**src/rtl/gmii_rx_pkg.sv**
```systemverilog
// Shared definitions for the GMII receive path: FSM states, CRC-32 constants
// and the default legal frame-length window.
package gmii_rx_pkg;

    typedef enum logic [1:0] {
        IDLE,
        PREAMBLE,
        DATA,
        DROP
    } rx_state_t;

    localparam logic [31:0] CRC_POLY    = 32'hEDB8_8320;
    localparam logic [31:0] CRC_INIT    = 32'hFFFF_FFFF;
    localparam logic [31:0] CRC_RESIDUE = 32'hDEBB_20E3;

    localparam logic [7:0] SFD = 8'hD5;
    localparam logic [7:0] PRE = 8'h55;

    localparam int MIN_LEN_DEF = 64;
    localparam int MAX_LEN_DEF = 1518;

endpackage

```
**src/rtl/crc32_d8.sv**
```systemverilog
// One-byte step of the reflected Ethernet CRC-32; purely combinational so the
// TX FCS generator can reuse it unchanged.
module crc32_d8
    import gmii_rx_pkg::*;
(
    input  logic [31:0] crc_in,
    input  logic [7:0]  data,
    output logic [31:0] crc_out
);

    logic [31:0] c;

    // NOTE: c is assigned before the loop reads it, so every path drives it and no latch is inferred.
    always_comb begin
        c = crc_in;
        for (int i = 0; i < 8; i++) begin
            c = (c[0] ^ data[i]) ? ((c >> 1) ^ CRC_POLY) : (c >> 1);
        end
        crc_out = c;
    end

endmodule

```
**src/rtl/gmii_rx_framer.sv**
```systemverilog
// GMII receive framer: strips preamble/SFD and FCS, checks CRC, length and
// rx_er, and reports per-frame status plus good/bad frame statistics.
module gmii_rx_framer
    import gmii_rx_pkg::*;
#(
    parameter int MIN_LEN = MIN_LEN_DEF,
    parameter int MAX_LEN = MAX_LEN_DEF
) (
    input  logic        clk,
    input  logic        rst_n,
    input  logic        rx_dv,
    input  logic        rx_er,
    input  logic [7:0]  rx_d,
    input  logic        clear,
    output logic        out_valid,
    output logic [7:0]  out_data,
    output logic        out_sof,
    output logic        out_eof,
    output logic        out_err,
    output logic [15:0] frame_len,
    output logic [23:0] good_cnt,
    output logic [23:0] bad_cnt
);

    localparam logic [15:0] MIN_L   = 16'(MIN_LEN);
    localparam logic [15:0] MAX_L   = 16'(MAX_LEN);
    localparam logic [15:0] FCS_LEN = 16'd4;

    rx_state_t       state;
    logic [31:0]     crc;
    logic [31:0]     crc_next;
    logic [3:0][7:0] dly;
    logic [15:0]     byte_cnt;
    logic            er_seen;

    logic            short_frame;
    logic            len_bad;
    logic            drop_end;

    crc32_d8 u_crc (
        .crc_in  (crc),
        .data    (rx_d),
        .crc_out (crc_next)
    );

    // byte_cnt holds the full post-SFD total when rx_dv falls in DATA.
    assign short_frame = (byte_cnt <= FCS_LEN);
    assign len_bad     = (byte_cnt < MIN_L) || (byte_cnt > MAX_L);
    assign drop_end    = (state == DROP) && !rx_dv;

    // NOTE: sequential state uses non-blocking assignments so every register samples pre-edge values.
    always_ff @(posedge clk or negedge rst_n) begin
        if (!rst_n) begin
            state     <= IDLE;
            crc       <= '0;
            // NOTE: the delay line is reset too, so nothing stale can leak out after a mid-frame reset.
            dly       <= '0;
            byte_cnt  <= '0;
            er_seen   <= 1'b0;
            out_valid <= 1'b0;
            out_data  <= '0;
            out_sof   <= 1'b0;
            out_eof   <= 1'b0;
            out_err   <= 1'b0;
            frame_len <= '0;
        end else begin
            out_valid <= 1'b0;
            out_sof   <= 1'b0;
            out_eof   <= 1'b0;
            case (state)
                IDLE: begin
                    if (rx_dv) begin
                        state <= (rx_d == PRE) ? PREAMBLE : DROP;
                    end
                end
                PREAMBLE: begin
                    if (!rx_dv) begin
                        state <= IDLE;
                    end else if (rx_d == SFD) begin
                        state    <= DATA;
                        crc      <= CRC_INIT;
                        byte_cnt <= '0;
                        er_seen  <= 1'b0;
                    end else if (rx_d != PRE) begin
                        state <= DROP;
                    end
                end
                DATA: begin
                    if (rx_dv) begin
                        crc <= crc_next;
                        dly <= {dly[2:0], rx_d};
                        if (byte_cnt != 16'hFFFF) begin
                            byte_cnt <= byte_cnt + 16'd1;
                        end
                        if (rx_er) begin
                            er_seen <= 1'b1;
                        end
                        // Emitting only once four bytes are buffered keeps the FCS off the output.
                        if (byte_cnt >= FCS_LEN) begin
                            out_valid <= 1'b1;
                            out_data  <= dly[3];
                            out_sof   <= (byte_cnt == FCS_LEN);
                        end
                    end else begin
                        state     <= IDLE;
                        out_eof   <= 1'b1;
                        out_err   <= (crc != CRC_RESIDUE) || er_seen || rx_er || len_bad || short_frame;
                        frame_len <= short_frame ? 16'd0 : (byte_cnt - FCS_LEN);
                    end
                end
                DROP: begin
                    if (!rx_dv) begin
                        state <= IDLE;
                    end
                end
                default: state <= IDLE;
            endcase
        end
    end

    // Counting from the registered strobe lets a coincident clear win cleanly.
    always_ff @(posedge clk or negedge rst_n) begin
        if (!rst_n) begin
            good_cnt <= '0;
            bad_cnt  <= '0;
        end else if (clear) begin
            good_cnt <= '0;
            bad_cnt  <= '0;
        end else begin
            if (out_eof && !out_err) begin
                good_cnt <= good_cnt + 24'd1;
            end
            if ((out_eof && out_err) || drop_end) begin
                bad_cnt <= bad_cnt + 24'd1;
            end
        end
    end

endmodule

```
**config.mk**
```make
export PLATFORM = sky130hd
export DESIGN_NAME = gmii_rx_framer
export DESIGN_NICKNAME = d
export VERILOG_FILES = /design/src/rtl/gmii_rx_pkg.sv /design/src/rtl/crc32_d8.sv /design/src/rtl/gmii_rx_framer.sv
export SDC_FILE = /design/constraint.sdc
export NUM_CORES = 1
export LEC_CHECK = 0
export CAP_MARGIN = 30
export CELL_PAD_IN_SITES_DETAIL_PLACEMENT = 1
export CELL_PAD_IN_SITES_GLOBAL_PLACEMENT = 1
export CORE_ASPECT_RATIO = 0.8
export CORE_MARGIN = 5
export CORE_UTILIZATION = 40
export CTS_BUF_LIST = sky130_fd_sc_hd__clkbuf_4
export DETAILED_ROUTE_END_ITERATION = 10
export GPL_TIMING_DRIVEN = 0
export HOLD_SLACK_MARGIN = 0.12
export PLACE_DENSITY = 0.85
export RECOVER_POWER = 100
export SLEW_MARGIN = 20
export SYNTH_ARGS = -nofsm -noshare
export SYNTH_HDL_FRONTEND = slang
export SYNTH_SLANG_ARGS = --single-unit
```
**constraint.sdc**
```tcl
create_clock -name clk -period 2.6 [get_ports clk]
set_input_delay 0.78 -clock clk [delete_from_list [all_inputs] [get_ports clk]]
set_output_delay 0.78 -clock clk [all_outputs]
set_load 0.01 [all_outputs]
```
==> results of run 1 <==
[repair_timing]
item                                    4_1_cts  5_1_grt
endpoints found under the setup margin       30       45
buffers inserted                              1        7
resized for setup                             5       13
hold endpoints to repair                     58        0
pin swaps                                     1        6
hold buffers                                  1        0
[Yosys cell counts, types with 2 or more instances]
master and number:
or4_1 9, nand2_1 150, buf_2 7, o31a_1 2, xor2_1 47, inv_1 11, or3_1 8, nor3_4 2
and4b_1 2, xnor2_1 70, xor2_2 2, nand3b_1 2, and4_1 8, o22a_1 4, buf_1 4, nor4_1 14
nor2b_1 4, and2_1 5, a21oi_1 39, clkbuf_1 26, nand4_1 19, a31oi_1 10, o31ai_1 11, nand3_1 23
nand2b_1 2, a211oi_1 2, o21ai_0 23, nor4b_1 3, ha_1 7, mux2i_1 3, mux2_2 8, nor2_1 82
and3_1 2, o21a_1 2, dfrtp_1 159, nor3_1 12, nand4b_1 5
[flip-flops by register name, indices dropped and copies added (netlist names), 2 cells and up]
name	flops
state	2
crc	32
good_cnt	24
byte_cnt	16
frame_len	16
dly	32
out_data	8
bad_cnt	24
[routing by layer]
metal | GRT usage, % | part of all wire (%)
met1 | 27.3 | 47
met2 | 31.8 | 47
met3 | 4.00 | 4.9
met4 | 5.36 | 1.4
met5 | 0 | 0
[power by group]
group	switching, mW	internal (mW)
Clock	0.976	0.696
Combinational	2.05	1.86
Sequential	0.497	3.01
[cells by family (layout without fill, tap and decap cells)]
logic type | after synthesis | after routing | share of synthesized area [%]
flops | 159 | 159 | 50.6
mux | 11 | 11 | 1.53
compound gates | 101 | 101 | 7.82
xor+xnor | 122 | 122 | 14.2
buf+inv | 50 | 176 | 2.61
fa+ha+maj | 7 | 7 | 1.11
simple gates | 360 | 360 | 22.1
[stage by stage]
stage | hold slack, ns | utilization, %
2_1_floorplan | 0.439 | -
3_3_place_gp | 0.452 | 47.3
3_5_place_dp | 0.456 | 47.5
4_1_cts | 0.470 | 49.4
5_1_grt | 0.492 | 49.9
6_report | 0.474 | 49.9
[worst max-delay path by stage]
stage / endpoint / start / slack (ns) / cells after the start
floorplan: byte_cnt[13]$_DFFE_PN0P_ / rx_d[1] / 0.08 / 6
global placement: dly[15]$_DFFE_PN0P_ / rst_n / -5.89 / 1
detailed placement: er_seen$_DFFE_PN0P_ / rx_d[3] / -0.92 / 5
CTS: frame_len[13]$_DFFE_PN0P_ / byte_cnt[11]$_DFFE_PN0P_ / 0.005 / 7
global route: bad_cnt[14]$_DFFE_PN0P_ / rx_dv / -0.002 / 7
finish: crc[29]$_DFFE_PN0P_ / rx_d[7] / 0.06 / 6
[worst reg2reg max path, stage by stage (launching register included)]
cell	delay, ns
dfrtp_1	0.38
buf_2	0.18
or4_4	0.61
nor3_4	0.31
nand4_1	0.20
a21oi_4	0.21
buf_12	0.15
mux2_2	0.35
[layout make-up]
| cell class | instances | area, sq um |
|---|---|---|
| repair buffers | 99 | 983 |
| inverters | 11 | 41.3 |
| well taps | 258 | 323 |
| multi-input cells | 601 | 3760 |
| clock buffers | 18 | 135 |
| clock inverters | 14 | 180 |
| plain buffers | 34 | 150 |
| fillers | 2182 | 9590 |
| flip-flops and latches | 159 | 3980 |
==> impl_metrics.json, run 1 <==
{
  "synth_fp_nets": 830,
  "postSynthRegisterBits": 159,
  "criticalPathCategory": "primary input to register",
  "final_antenna_net_count": 0,
  "grt_max_degree": 98,
  "worstSetupEndpointType": "register",
  "yosys_warnings": 0,
  "post_synth_instance_area_sq_mm": 0.00786,
  "r2r.worst_path.cells": 7,
  "placement.cell_area_sq_mm": 0.00910,
  "r2r_end": "out_data[5]$_DFFE_PN0P_",
  "worst_ir_drop_vdd_v": 0.000561,
  "worst_hold_path.endpoint": "dly[29]$_DFFE_PN0P_",
  "finalHoldViolations": 0,
  "yosys.cell_types.count": 58,
  "final_common_cell": "dfrtp_1",
  "timing_max_transition_violations_final": 0,
  "path_clk_slew_ns": 0.13,
  "critPathLaunchType": "primary input",
  "post-place-ws_ns": -0.918,
  "insertion_delay_to_the_later_sink_of_the_worst_skew_pair_ns": 0.61,
  "floorplan.io_pins": 89,
  "timing.fmax_ghz": 0.394,
  "syn_to_final_growth_pct": 21.6,
  "critPathMaxStageDelay_ns": 0.72,
  "die_x_extent_um": 167,
  "synth_top_flop_cell": "dfrtp_1",
  "grt_pass1_vias": 6694,
  "hold-path-cell-count": 2,
  "grt_overflow": 0,
  "timing.clock.skew_ns": 0.0286,
  "leakagePower_nw": 4.03,
  "die-area_sq_mm": 0.0226,
  "max-slew-margin-rel_pct": 39.8,
  "htree_num_levels": 4,
  "worstHoldStart": "dly[21]$_DFFE_PN0P_",
  "gpl.final_weighted_congestion": 0.828,
  "critical_path_cell_by_cell": "clkdlybuf4s50_1, xor2_4, xor3_1, xnor2_1, xnor2_1, o22a_1",
  "worst_path_most_repeated_cell": "xnor2_1",
  "clockBufferDepth": 2,
  "first_iter_violations": 508,
  "critical_path.top_delay_family": "XOR/XNOR gates",
  "dpl.cell_count": 1158,
  "r2r_slack_ns": 0.11,
  "tritoncts": "done",
  "post-layout-total-power_mw": 9.09,
  "crit_slowest_cell": "clkdlybuf4s50_1",
  "average_size_of_a_mapped_cell_sq_um": 9.70,
  "worstPathMaxFanout": 6,
  "layout.cells.most_common_list": "158 x dfrtp_1, 150 x nand2_1, 82 x nor2_1, 82 x clkdlybuf4s50_1, 69 x xnor2_1",
  "synthArstFlopShare_pct": 100,
  "cellPowerDensity_mw_per_mm2": 951,
  "totalNegativeSetupSlack_ns": 0,
  "number_of_buffers_inserted_during_clock_tree_synthesis": 17,
  "core-area_sq_mm": 0.0191,
  "cts.sink_count": 159,
  "via_per_inst": 5.47,
  "crit-reg2reg-launch": "byte_cnt[10]$_DFFE_PN0P_",
  "nNetsFinal": 943,
  "run_status": "finished, final reports clean",
  "global_route_wire_length_before_repair_um": 36000,
  "floorplan.die.height_um": 135,
  "antenna-diode-count": 0,
  "grt_antenna_before_repair": 0,
  "post_synth_edffs": 0,
  "floorplan.rows": 45,
  "worst_pin_slew_ns": 0.903,
  "finish.instance_area_sq_mm": 0.00956,
  "post_drt_wl_per_cell_um": 18.8,
  "final_instance_count_excl_fillers": 1194,
  "hold_class": "register to register",
  "drt-total-wl_um": 22500,
  "drive_above_1_share_pct": 8.44,
  "first_pass_iters": 5,
  "synthTopCellsByArea": "dfrtp_1 51%, xnor2_1 7.8%, nand2_1 7.2%",
  "hpwl_after_detailed_placement_um": 16300,
  "floorplan.initialDensity_pct": 41.1,
  "cts_root_buffer": "clkbuf_4",
  "worst-endpoint-required_ns": 3.09,
  "post-route-min-period_ns": 2.54,
  "port_buffers": 87,
  "ys_seq_area_share_pct": 50.6,
  "synth_top_cell_area_share_pct": 50.6,
  "finalCritPeriodShare_pct": 97.7,
  "total_grt_usage_pct": 19.7,
  "setup_viol_count_final": 0,
  "timing.max_cap.violations": 0,
  "cp.arrival_ns": 3.03,
  "netlist_instances": 810,
  "remaining_drc_errors": 0,
  "worst_slack_ns": 0.0590,
  "vias": 6529,
  "synthDominantAreaCellType": "dfrtp_1",
  "timing.critical_path.buf_inv": 1
}
Power figures use the tool's default switching activity.
==> run 2, diff against run 1 <==
--- a/config.mk
+++ b/config.mk
@@ -15,9 +15,10 @@
 export DETAILED_ROUTE_END_ITERATION = 10
 export GPL_TIMING_DRIVEN = 0
 export HOLD_SLACK_MARGIN = 0.12
-export PLACE_DENSITY = 0.85
+export PLACE_DENSITY = 0.84
 export RECOVER_POWER = 100
 export SLEW_MARGIN = 20
 export SYNTH_ARGS = -nofsm -noshare
 export SYNTH_HDL_FRONTEND = slang
+export SYNTH_HIERARCHICAL = 1
 export SYNTH_SLANG_ARGS = --single-unit
==> impl_metrics.json, run 2 <==
{
  "critPathLaunchType": "primary input",
  "leading_cell_type_by_number_of_instances_after_synthesis": "dfrtp_1",
  "htree_num_levels": 4,
  "worst_ir_drop_vdd_v": 0.000487,
  "die_x_extent_um": 174,
  "post_synth_edffs": 0,
  "vias": 7357,
  "wl_met3_um": 1170,
  "floorplan.io_pins": 89,
  "synthTopCellsByArea": "dfrtp_1 46%, nand2_1 6.1%, xnor2_1 4.8%",
  "post_synth_instance_area_sq_mm": 0.00862,
  "worst_pin_slew_ns": 1.03,
  "dr_wl_met2_um": 11800,
  "setup_repair_after_global_routing_missed_its_margin": "yes",
  "clockBufferDepth": 2,
  "timing_max_transition_violations_final": 0,
  "timing.max_cap.violations": 0,
  "timing.clock.skew_ns": 0.0436,
  "first_pass_iters": 8,
  "criticalPathCategory": "primary input to register",
  "nNetsFinal": 1039,
  "post_route_met1_wirelength_um": 11700,
  "leakagePower_nw": 4.27,
  "number_of_buffers_inserted_during_clock_tree_synthesis": 17,
  "via_per_inst": 5.62,
  "totalNegativeSetupSlack_ns": -0.00902,
  "max-slew-margin-rel_pct": 31.6,
  "cts.sink_count": 159,
  "path_clk_slew_ns": 0.14,
  "cts_root_buffer": "clkbuf_4",
  "largestRegisters": "crc (32), dly (32)",
  "final_common_cell": "dfrtp_1",
  "setup_viol_count_final": 1,
  "drt-total-wl_um": 25000,
  "yosys.cell_types.count": 64,
  "total_grt_usage_pct": 20.3,
  "hold_class": "register to register",
  "die-area_sq_mm": 0.0246,
  "floorplan.rows": 48,
  "grt_antenna_before_repair": 1,
  "postSynthRegisterBits": 159,
  "worst-endpoint-required_ns": 3.07,
  "gpl.final_weighted_congestion": 0.856,
  "dpl.cell_count": 1262,
  "drive_above_1_share_pct": 9.21,
  "grt_overflow": 0,
  "post-route-min-period_ns": 2.61,
  "port_buffers": 88,
  "cellPowerDensity_mw_per_mm2": 893,
  "worstSetupEndpointType": "register",
  "synth_fp_nets": 917,
  "grt_pass1_vias": 7656,
  "run_status": "finished, violations left",
  "cp.arrival_ns": 3.08,
  "average_size_of_a_mapped_cell_sq_um": 9.61,
  "hold_slack_ns": 0.474,
  "worstPathMaxFanout": 6,
  "finalHoldViolations": 0,
  "synthArstFlopShare_pct": 100,
  "failed_checks": "negative setup slack",
  "remaining_drc_errors": 0,
  "final_instance_count_excl_fillers": 1308,
  "floorplan.die.height_um": 141,
  "post-layout-total-power_mw": 9.25,
  "timing.fmax_ghz": 0.383,
  "grt_max_degree": 69,
  "ys_seq_area_share_pct": 46.2,
  "first_iter_violations": 675,
  "yosys_warnings": 6,
  "synth_commonest_cells": "159 x dfrtp_1, 140 x nand2_1, 109 x nor2_1, 47 x xnor2_1, 45 x nor3_1",
  "route.top_layer_used": "met4",
  "global_route_wire_length_before_repair_um": 40600,
  "layout.cells.most_common_list": "158 x dfrtp_1, 140 x nand2_1, 109 x nor2_1",
  "insertion_delay_to_the_later_sink_of_the_worst_skew_pair_ns": 0.61,
  "floorplan.initialDensity_pct": 40.3,
  "post_drt_wl_per_cell_um": 19.1,
  "syn_to_final_growth_pct": 20.2,
  "synthDominantAreaCellType": "dfrtp_1",
  "worst_slack_ns": -0.00902,
  "tritoncts": "done",
  "finish.utilization_pct": 48.5,
  "finalCritPeriodShare_pct": 100,
  "netlist_instances": 897,
  "hpwl_after_detailed_placement_um": 17900,
  "core-area_sq_mm": 0.0214,
  "final_antenna_net_count": 0,
  "synth_top_cell_area_share_pct": 46.2,
  "synth_top_flop_cell": "dfrtp_1"
}
run 2: changes by cell type after synthesis, sizes merged, moves of 12 or more:
| cell | previous run | this run |
|---|---|---|
| nor3 | 14 | 46 |
| xor2 | 49 | 21 |
| nor2 | 82 | 109 |
| xnor2 | 71 | 55 |
| a21oi | 40 | 25 |
| clkbuf | 27 | 40 |
| or4 | 10 | 22 |
run 2: cells by family (layout without fill, tap and decap cells):
kind of cell / Yosys count / after routing / share of synthesized area, %
mux: 14 / 14 / 1.81
flops: 159 / 159 / 46.2
buf+inv: 69 / 204 / 3.18
compound gates: 114 / 114 / 8.87
fa+ha+maj: 7 / 7 / 1.02
xor+xnor: 95 / 95 / 14.1
simple gates: 439 / 439 / 24.8
other cells: 0 / 1 / 0
run 2: final cells by class:
cell class	count	area [sq um]
plain buffers	53	219
repair buffers	103	1030
diodes	1	2.50
clock inverters	14	173
well taps	275	344
clock buffers	18	135
multi-input cells	669	4420
flip-flops and latches	159	3980
inverters	16	60.1
fillers	2428	11000
run 2: routing by layer:
metal | up-vias | track usage [%]
li1 | 3404 | -
met1 | 3743 | 28.4
met2 | 184 | 32.5
met3 | 26 | 4.00
met4 | 0 | 5.50
met5 | - | 0
run 2: final timing paths:
path	slack, ns	cells after the start	endpoint	start
min in group asynchronous	0.57	2	frame_len[14]$_DFFE_PN0P_	rst_n
hold reg to reg	0.47	2	dly[10]$_DFFE_PN0P_	dly[2]$_DFFE_PN0P_
max in group asynchronous	0.47	4	dly[14]$_DFFE_PN0P_	rst_n
setup / recovery	-0.009	6	crc[18]$_DFFE_PN0P_	rx_d[2]
setup reg to reg	0.16	6	good_cnt[15]$_DFFE_PN0P_	good_cnt[3]$_DFFE_PN0P_
hold / removal	0.47	2	dly[10]$_DFFE_PN0P_	dly[2]$_DFFE_PN0P_
run 2: worst max-delay path: stages:
cell,delay [ns]
clkdlybuf4s50_1,0.57
xnor2_2,0.61
xor2_4,0.36
xnor3_1,0.38
nor3_1,0.30
nor2_1,0.07
run 2: repair_timing:
action	CTS	global route
resized for setup	7	8
pin swaps	0	3
endpoints found under the setup margin	43	35
setup buffers	0	12
hold buffers	1	0
endpoints found under the hold margin	31	0
run 2: metrics by stage:
stage	area (sq um)	setup slack (ns)
floorplan	8620	0.291
global placement	9850	-6.05
detailed placement	9910	-0.701
CTS	10300	-0.00505
global route	10400	-0.00193
finish	10400	-0.00902
run 2: report_power, final:
part | internal, mW | switching [mW]
Clock | 0.616 | 1.02
Combinational | 2.26 | 1.94
Sequential | 2.97 | 0.449
Total | 5.84 | 3.41
==> run 3, diff against run 2 <==
--- a/config.mk
+++ b/config.mk
@@ -10,13 +10,13 @@
 export CELL_PAD_IN_SITES_GLOBAL_PLACEMENT = 1
 export CORE_ASPECT_RATIO = 0.8
 export CORE_MARGIN = 5
-export CORE_UTILIZATION = 40
+export CORE_UTILIZATION = 45
 export CTS_BUF_LIST = sky130_fd_sc_hd__clkbuf_4
 export DETAILED_ROUTE_END_ITERATION = 10
-export GPL_TIMING_DRIVEN = 0
 export HOLD_SLACK_MARGIN = 0.12
-export PLACE_DENSITY = 0.84
+export PLACE_DENSITY = 0.92
 export RECOVER_POWER = 100
+export REMOVE_ABC_BUFFERS = 1
 export SLEW_MARGIN = 20
 export SYNTH_ARGS = -nofsm -noshare
 export SYNTH_HDL_FRONTEND = slang
==> impl_metrics.json, run 3 (synthesis gave the netlist of run 2 again) <==
{
  "run_status": "finished, final reports clean",
  "leakagePower_nw": 4.49,
  "drt-total-wl_um": 26300,
  "post_drt_wl_per_cell_um": 20.3,
  "number_of_buffers_inserted_during_clock_tree_synthesis": 17,
  "first_iter_violations": 659,
  "internal_power_mw": 6.09,
  "cts_root_buffer": "clkbuf_4",
  "timing.clock.skew_ns": 0.0271,
  "setup.worst_path.start": "rx_d[2]",
  "clockBufferDepth": 2,
  "remaining_drc_errors": 0,
  "cellPowerDensity_mw_per_mm2": 924,
  "setup_repair_after_global_routing_missed_its_margin": "no",
  "worstSetupEndpointType": "register",
  "setup_viol_count_final": 0,
  "multi_input_comb_area_sq_mm": 0.00436,
  "worst-endpoint-required_ns": 3.11,
  "post-place-ws_ns": -0.323,
  "comb_power_share_pct": 46.9,
  "first_pass_iters": 5,
  "timing.fmax_ghz": 0.395,
  "htree_num_levels": 4,
  "worstHoldStart": "dly[15]$_DFFE_PN0P_",
  "netSwitchingFraction_pct": 36.9,
  "final_antenna_net_count": 0,
  "core-area_sq_mm": 0.0189,
  "antenna-diode-count": 0,
  "worst_slack_ns": 0.0671,
  "insertion_delay_to_the_later_sink_of_the_worst_skew_pair_ns": 0.61,
  "layout.cells.most_common_list": "157 x dfrtp_1, 140 x nand2_1, 109 x nor2_1",
  "cts.sink_count": 159,
  "grt_overflow": 0,
  "criticalPathCategory": "primary input to register",
  "die-area_sq_mm": 0.0220,
  "finalHoldViolations": 0,
  "syn_to_final_growth_pct": 21.2,
  "power_frac_clock_pct": 16.7,
  "port_buffers": 88,
  "gpl.final_weighted_congestion": 0.867,
  "floorplan.initialDensity_pct": 45.6,
  "nNetsFinal": 1043,
  "seq_power_share_pct": 36.4,
  "grt_pass1_vias": 7965,
  "p_switching_mw": 3.56,
  "tritoncts": "done",
  "worst_ir_drop_vdd_v": 0.000474,
  "path_clk_slew_ns": 0.14,
  "post-route-min-period_ns": 2.53,
  "hold_class": "register to register",
  "floorplan.die.height_um": 134,
  "hpwl_after_detailed_placement_um": 19100,
  "critPathLaunchType": "primary input",
  "largestRegisters": "crc (32), dly (32)",
  "via_per_inst": 5.84,
  "die_x_extent_um": 165,
  "timing.max_cap.violations": 0,
  "vias": 7549,
  "dpl.cell_count": 1261,
  "floorplan.io_pins": 89,
  "drive_above_1_share_pct": 11.6,
  "max-slew-margin-rel_pct": 0.424,
  "regArea_sq_mm": 0.00398,
  "global_route_wire_length_before_repair_um": 42600,
  "final.fill_count": 2149,
  "cp.arrival_ns": 3.04,
  "worst_pin_slew_ns": 1.49,
  "grt_max_degree": 57,
  "timing_max_transition_violations_final": 0,
  "final_instance_count_excl_fillers": 1293,
  "total_grt_usage_pct": 24.4,
  "post-layout-total-power_mw": 9.65,
  "cts_setup_buffers": 0,
  "finalCritPeriodShare_pct": 97.4,
  "worstPathMaxFanout": 32,
  "final_common_cell": "dfrtp_1",
  "crit-reg2reg-launch": "good_cnt[6]$_DFFE_PN0P_",
  "grt_antenna_before_repair": 0,
  "floorplan.rows": 45
}
-- run 3: changes by cell type in the layout (fill, tap and decap cells not counted), sizes merged --
cell           change
diode              -1
clkbuf            -27
dlygate4sd3       +54
clkinvlp           +3
clkinv             -3
inv                -1
clkdlybuf4s50     -54
buf               +31
-- run 3: layout make-up --
cell class	instances	area share, %
sequential	159	38.1
clock inverter	13	1.50
multi-input combinational	669	41.7
tap	258	3.09
inverter	16	0.575
timing repair buffer	160	13.7
clock buffer	18	1.29
-- run 3: final timing paths --
kind                                            end  slack, ns  cells past startpoint
setup / recovery                 crc[4]$_DFFE_PN0P_       0.07                      8
hold / removal                  dly[23]$_DFFE_PN0P_       0.49                      2
setup reg to reg           good_cnt[21]$_DFFE_PN0P_       0.14                      4
hold reg to reg                 dly[23]$_DFFE_PN0P_       0.49                      2
max in group asynchronous        crc[4]$_DFFE_PN0P_       0.33                      3
min in group asynchronous  good_cnt[14]$_DFFE_PN0P_       1.05                      2
-- run 3: worst max-delay path: stages --
cell           delay, ns
dlygate4sd3_1       0.61
clkbuf_1            0.17
nor4b_1             0.35
clkbuf_1            0.24
a31o_1              0.38
buf_12              0.24
nor2_1              0.08
nor2_1              0.19
-- run 3: power by group through the flow --
| stage | Sequential [mW] | Clock, mW | Combinational, mW |
|---|---|---|---|
| after floorplan | 3.46 | 0 | 2.85 |
| after global placement | 3.51 | 0 | 4.29 |
| after detailed placement | 3.56 | 0 | 4.54 |
| after CTS | 3.51 | 1.63 | 4.60 |
| after global routing | 3.59 | 1.75 | 4.82 |
| final | 3.52 | 1.61 | 4.53 |
-- run 3: stage by stage --
| stage | utilization, % | setup TNS, ns | hold WS, ns | area (sq um) |
|---|---|---|---|---|
| global placement | 54.2 | -5.67 | 0.447 | 10200 |
| finish | 55.2 | 0 | 0.492 | 10400 |
| CTS | 55.7 | 0 | 0.127 | 10500 |
| floorplan | - | -29.48 | 0.439 | 8410 |
| global route | 55.2 | 0 | 0.521 | 10400 |
| detailed placement | 54.2 | -8.45 | 0.458 | 10200 |
-- run 3: repair_timing --
item | CTS | global route
setup endpoints to repair | 0 | 10
hold buffers | 0 | 1
hold endpoints to repair | 0 | 5
resized for setup | 0 | 3
-- run 3: layer usage --
layer  share of wire (%)  wire [um]  vias to the layer above  track usage [%]
met5                   0          0                        -                0
met4                 2.3        610                        0             7.99
met3                 4.9       1290                       53             4.88
met2                  50      13200                      210             41.3
met1                  42      11200                     3869             31.4
li1                    -          -                     3417                -
